File: config.mk
export PLATFORM = sky130hd
export DESIGN_NAME = seven_seg_scanner
export DESIGN_NICKNAME = d
export VERILOG_FILES = /design/src/rtl/seven_seg_scanner.sv
export SDC_FILE = /design/constraint.sdc
export NUM_CORES = 1
export LEC_CHECK = 0
export ABC_AREA = 1
export BUFFER_PORTS_ARGS = -buffer_cell sky130_fd_sc_hd__buf_2
export CAP_MARGIN = 10
export CELL_PAD_IN_SITES_DETAIL_PLACEMENT = 0
export CELL_PAD_IN_SITES_GLOBAL_PLACEMENT = 2
export CORE_MARGIN = 10
export CORE_UTILIZATION = 33
export CTS_CLUSTER_SIZE = 25
export DETAILED_ROUTE_END_ITERATION = 10
export PLACE_DENSITY_LB_ADDON = 0.15
export SLEW_MARGIN = 0
export SYNTH_ARGS = -nofsm -noshare
export SYNTH_HDL_FRONTEND = slang
export SYNTH_SLANG_ARGS = --single-unit
File: constraint.sdc
create_clock -name clk -period 1.9 [get_ports clk]
set_clock_uncertainty 0.05 [all_clocks]
set_input_delay 0.285 -clock clk [delete_from_list [all_inputs] [get_ports clk]]
set_output_delay 0.285 -clock clk [all_outputs]
set_load 0.01 [all_outputs]
File: src/rtl/seven_seg_scanner.sv
// Time-multiplexed 4-digit BCD display scanner with double-buffered digits,
// leading-zero blanking and a sticky non-BCD error flag.
module seven_seg_scanner #(
    parameter int unsigned PRESCALE = 4
) (
    input  logic        clk,
    input  logic        rst_n,
    input  logic [15:0] digits_in,
    input  logic        load,
    input  logic        blank_lz,
    output logic [3:0]  bcd_out,
    output logic [3:0]  dig_en_n,
    output logic        frame_done,
    output logic        bcd_err
);

    localparam int unsigned PcW = $clog2(PRESCALE);
    localparam logic [PcW-1:0] PcMax = PcW'(PRESCALE - 1);

    logic [PcW-1:0] pc_q;
    logic [1:0]     idx_q;
    logic [15:0]    pending_q;
    logic [15:0]    shadow_q;
    logic           pend_v_q;

    logic           tick;
    logic           frame_bound;
    logic [3:0]     cur_digit;
    logic [3:0]     lz_blank;
    logic           digit_bad;
    logic           slot_blank;

    always_comb begin
        tick        = (pc_q == PcMax);
        frame_bound = tick && (idx_q == 2'd3);
        cur_digit   = shadow_q[{idx_q, 2'b00} +: 4];
        // lz_blank[i]: digits i..3 are all zero; digit 0 is never a leading zero
        lz_blank[3] = (shadow_q[15:12] == 4'd0);
        lz_blank[2] = lz_blank[3] && (shadow_q[11:8] == 4'd0);
        lz_blank[1] = lz_blank[2] && (shadow_q[7:4] == 4'd0);
        lz_blank[0] = 1'b0;
        digit_bad   = (cur_digit > 4'd9);
        slot_blank  = digit_bad || (blank_lz && lz_blank[idx_q]);
    end

    always_ff @(posedge clk) begin
        if (!rst_n) begin
            pc_q       <= '0;
            idx_q      <= 2'd0;
            pending_q  <= 16'h0000;
            shadow_q   <= 16'h0000;
            pend_v_q   <= 1'b0;
            bcd_out    <= 4'h0;
            dig_en_n   <= 4'b1111;
            frame_done <= 1'b0;
            bcd_err    <= 1'b0;
        end else begin
            pc_q       <= tick ? '0 : pc_q + 1'b1;
            frame_done <= frame_bound;

            // Slot output latches the digit at the current index, then the index moves on
            if (tick) begin
                idx_q <= idx_q + 2'd1;
                if (slot_blank) begin
                    bcd_out  <= 4'hF;
                    dig_en_n <= 4'b1111;
                end else begin
                    bcd_out  <= cur_digit;
                    dig_en_n <= ~(4'b0001 << idx_q);
                end
                if (digit_bad) begin
                    bcd_err <= 1'b1;
                end
            end

            // Shadow only changes at a frame boundary so a frame never tears
            if (load && frame_bound) begin
                shadow_q <= digits_in;
                pend_v_q <= 1'b0;
            end else if (load) begin
                pending_q <= digits_in;
                pend_v_q  <= 1'b1;
            end else if (frame_bound && pend_v_q) begin
                shadow_q <= pending_q;
                pend_v_q <= 1'b0;
            end
        end
    end

endmodule

Word level (Yosys, flattened, before mapping)
Cells that the tools add are included.
{ "totals": {"reg_bits": 47, "input_bits": 20, "out_inout_bits": 10, "wordCells": 47} }
{ "op_classes": {"n_addsub": 2, "order_cmp": 2, "eq_ne": 3, "shift": 2, "muxes": 9, "bitwise_logic": 3, "reduce_logical": 17} }
{ "ops": {"columns": ["cell", "n"], "rows": [
  ["two-way mux 16 bit", 3],
  ["indexed part select 16 x 5 -> 4 bit", 1],
  ["logical NOT 4 bit", 3],
  ["two-way mux 4 bit", 2],
  ["logical AND 1 bit", 6],
  ["AND reduction 2 bit", 3],
  ["adder 2 x 1 -> 2 bit (second input constant)", 2],
  ["== test 2 bit (second input constant)", 2],
  ["> comparator 4 bit (second input constant)", 1],
  ["inverter 4 bit", 1],
  ["nonzero test 2 bit", 2],
  ["OR reduction 2 bit", 2],
  ["<< shifter 1 x 2 -> 4 bit (first input constant)", 1],
  ["< comparator 2 x 3 -> 1 bit (second input constant)", 1],
  ["two-way mux 1 bit", 3],
  ["binary-select mux 1 bit (select 2 bit)", 1],
  ["inequality test 2 x 1 -> 1 bit (second input constant)", 1],
  ["inverter 1 bit", 2],
  ["logical OR 1 bit", 1]
]} }

Logic depth before layout (Yosys ltp)
{ "depth": {"ltp_word": 8, "ltp_mapped": 9, "ltp_nobuf": 9} }

Least setup slack after synthesis
No wires, ideal clock.
{ "synth_timing": {"kind": "reg-to-reg", "startpoint": "register idx_q[1]", "endpoint": "register shadow_q[0]", "setup_time_ps": 132, "arrival_ps": 1290, "t_required_ps": 1718, "setup_slack_ps": 428, "stages_incl_launch_ff": 8, "path_buffers": 1, "period_less_slack_ps": 1472, "cell_sequence": "dfxtp_1 -> ha_1 -> nand2_4 -> inv_2 -> nand2_2 -> buf_6 -> o211ai_1 -> a21oi_1"} }
{ "synth_between": {"elab_chain_len": 5, "elab_cells_between_ends": 8} }
{ "synth_rtl": {"columns": ["element", "line_no", "rtl"], "rows": [
  ["start: declaration", "21", "logic [1:0] idx_q;"],
  ["start signal: assignment", "63", "idx_q <= idx_q + 2'd1;"],
  ["== test 2 bit (*)", "35", "frame_bound = tick && (idx_q == 2'd3);"],
  ["logical AND 1 bit (*)", "35", null],
  ["logical AND 1 bit (on tied branches)", "77, 83", null],
  ["inequality test 2 x 1 -> 1 bit (no source line) or nonzero test 2 bit (tied branches)", null, null],
  ["AND reduction 2 bit (no source line)", null, null],
  ["end signal: assignment", "78", "shadow_q <= digits_in;"],
  ["end signal: assignment", "84", "shadow_q <= pending_q;"],
  ["end: declaration", "23", "logic [15:0] shadow_q;"]
]} }
Every way passes the cells marked *; elsewhere a longest branch is shown, timed or not.
A chain may end at the register's enable or synchronous reset.

Worst setup path in the final report
{ "layout_timing": {"startpoint": "register pc_q[0]", "endpoint": "register dig_en_n[2]"} }
{ "layout_between": {"elab_chain_len": 1} }
{ "layout_rtl": {"columns": ["element", "line_no", "rtl"], "rows": [
  ["start: declaration", "20", "logic [PcW-1:0] pc_q;"],
  ["start signal: assignment", "58", "pc_q <= tick ? '0 : pc_q + 1'b1;"],
  ["== test 2 bit", "34", "tick = (pc_q == PcMax);"],
  ["end signal: assignment", "69", "dig_en_n <= ~(4'b0001 << idx_q);"],
  ["end: declaration", "12", "output logic [3:0] dig_en_n,"]
]} }
No other way between the ends.

==> flow_metrics.env <==
export IMPL_numPortBuffers=29
export IMPL_cp_slowest_cell="dfxtp_1"
export IMPL_reg2reg_from="pc_q[0]"
export IMPL_min_path_type="in2reg"
export IMPL_ys_seq_area_frac=0.412
export IMPL_rsz0062_at_grt="no"
export IMPL_synth_nets=318
export IMPL_synth_top_flop_cell="dfxtp_1"
export IMPL_r2r_end="dig_en_n[2]"
export IMPL_final_core_util=0.384
export IMPL_antennaDiodeCount=0
export IMPL_routedWlPerCell_um=12.7
export IMPL_dp_hpwl_mm=3.89
export IMPL_pre_cts_ws_ns=0.355
export IMPL_dieArea_sq_um=10600
export IMPL_slew_violations=0
export IMPL_overflow=0
export IMPL_slew_headroom=0.780
export IMPL_avgSynthCellArea_sq_um=7.79
export IMPL_final_cell_mix="nand2_1, dfxtp_1, inv_1"
export IMPL_worst_skew_pair_late_latency_ns=0.31
export IMPL_start_kind="flop"
export IMPL_ff2ff_setup_slack_ns=0.36
export IMPL_ys_warn_count=0
export IMPL_initial_core_util=0.338
export IMPL_worst_slew_pin_slew_ns=0.329
export IMPL_synth_fa_ha_area_frac=0.0274
export IMPL_path_cells="ha_1 -> buf_4 -> nor2_1 -> inv_1 -> or2_2 -> nand2_1 -> inv_1"
export IMPL_first_global_vias=1858
export IMPL_hold_path_startpoint="digits_in[3]"
export IMPL_whs_path_depth=3
export IMPL_drt_iter0_markers=64
export IMPL_via_per_inst=4.57
export IMPL_max_vdd_ir_drop_mv=0.252
export IMPL_nets=348
export IMPL_max_clock_path_buffers=2
export IMPL_p_leak_nw=1.20
export IMPL_synth_xor_area_frac=0
export IMPL_io_pins=30
export IMPL_max_freq_mhz=648
export IMPL_setup_viol=0
export IMPL_cts_resized=0
export IMPL_row_count=30
export IMPL_die_w_um=103
export IMPL_netlist_area_sq_um=2280
export IMPL_multi_input_area_sq_um=1080
export IMPL_cp_required_ns=2.06
export IMPL_crit_path_max_fanout=8
export IMPL_antenna_left=0
export IMPL_synthSimpleGateAreaFrac=0.221
export IMPL_grt_start_max_net_pins=32
export IMPL_drt_wl_total_mm=5.13
export IMPL_grt_usage=0.107
export IMPL_numCtsBuffers=5
export IMPL_min_to="pending_q[3]"
export IMPL_dieHeight_um=103
export IMPL_route_vias_total=1848
export IMPL_synth_edf_count=0
export IMPL_area_growth_synth_to_final_pct=13.5
export IMPL_htreeDepth=2
export IMPL_setup_slack_ns=0.356
export IMPL_fin_crit_sh=0.812
export IMPL_fin_setup_tns_ns=0
export IMPL_seqCellArea_sq_um=941
export IMPL_synth_seq_cells=47
export IMPL_synth_top_family_by_area="compound AO/OA/AOI/OAI gates"
export IMPL_postCtsSetupBuffers=0
export IMPL_synth_compound_area_frac=0.226
export IMPL_grt_pass1_wl_mm=9.10
export IMPL_path_clk_slew_ns=0.10
export IMPL_min_period_ns=1.54
export IMPL_reg2reg_depth=7
export IMPL_max_cap_violations=0
export IMPL_hold_buffers=0
export IMPL_p_per_area_nw_per_um2=724
export IMPL_routabilityCongestion=0.732
export IMPL_cp_slowest_stage_delay_ns=0.33
export IMPL_crit_top_cell="inv_1"
export IMPL_worstSetupEndpointType="flop"
export IMPL_syn_instance_count=293
export IMPL_path_class="reg2reg"
export IMPL_mostFrequentLayoutCell="nand2_1"
export IMPL_cp_arrival_ns=1.70
export IMPL_firstDrtPassIters=4
export IMPL_status="finished, final reports clean"
export IMPL_async_reset_ff_frac=0
export IMPL_core_area_sq_um=6760
export IMPL_drc=0
export IMPL_synth_mux_area_frac=0
export IMPL_drive_gt1_frac=0.262
export IMPL_cts_sinks=47
export IMPL_cts_tree="yes"
export IMPL_fillers=741
export IMPL_ys_types=26
export IMPL_antenna_found_initial=0
export IMPL_hold_viol=0
export IMPL_cts_root_buf="clkbuf_8"
[flip-flops by register name (all words and copies together), names as in the netlist]
register and count:
dig_en_n 4, bcd_err 1, bcd_out 4, shadow_q 16, pending_q 16, idx_q 2
pend_v_q 1, pc_q 2, frame_done 1
[metal layers]
metal	global-route usage	up-vias	routed length, um
li1	-	1000	-
met1	0.141	820	2600
met2	0.166	24	2270
met3	0.0319	4	212
met4	0.0310	0	52
met5	0	-	0
[cell type report]
class                   count  area share
multi-input cells         190       0.418
flip-flops and latches     47       0.363
repair buffers             37      0.0840
inverters                  42      0.0608
well taps                  80      0.0386
clock buffers               5      0.0266
clock inverters             3     0.00917
[report_power, final]
group / switching, W / internal [W]
clock network: 0.000372 / 0.000264
registers: 0.0000125 / 0.00102
logic: 0.000127 / 0.0000752
total: 0.000512 / 0.00136
[stage by stage]
stage                     cell area [sq um]  total power (W)  hold WS, ns  instances
after floorplan                        2280          0.00120        0.349        293
after global placement                 2500          0.00127        0.356        396
after detailed placement               2500          0.00127        0.381        396
after CTS                              2590          0.00192        0.216        404
after global routing                   2590          0.00199        0.231        404
final                                  2590          0.00188        0.216        404
[worst max-delay path by stage]
stage | start | endpoint | cells after the start
detailed placement | pc_q[0] | shadow_q[12] | 6
CTS | pc_q[0] | shadow_q[12] | 6
global placement | pc_q[0] | dig_en_n[2] | 7
finish | pc_q[0] | dig_en_n[2] | 7
floorplan | idx_q[1] | shadow_q[0] | 7
global route | pc_q[0] | shadow_q[11] | 6
[worst max-delay path, delay by kind of cell (launching register included)]
kind,cells,cell delay [ns]
adders and majority gates,1,0.24
buffers and inverters,3,0.34
DFF,1,0.33
and+or+nand+nor,3,0.50
[cells in the mapped netlist (3+ instances only)]
cell	count	area, sq um
nand2_1	61	229
dfxtp_1	47	941
inv_1	38	143
a21oi_1	26	130
o21ai_0	23	115
nor2_1	19	71.3
o211ai_2	10	125
a21oi_2	9	78.8
nand3_1	9	45.0
o211ai_1	7	52.6
buf_6	5	56.3
ha_1	5	62.6
nand3_2	5	50.1
buf_2	4	20.0
inv_2	4	15.0
or2_2	4	25.0
clkbuf_1	3	11.3
nand2_2	3	18.8
[cells by family (layout without fill, tap and decap cells)]
logic type,Yosys count,count (layout)
AND/OR/NAND/NOR,108,108
adder cells (fa/ha/maj),5,5
AO/OA/AOI/OAI,77,77
buffers and inverters,56,87
flip-flops,47,47
(Power assumes the default switching activity.)
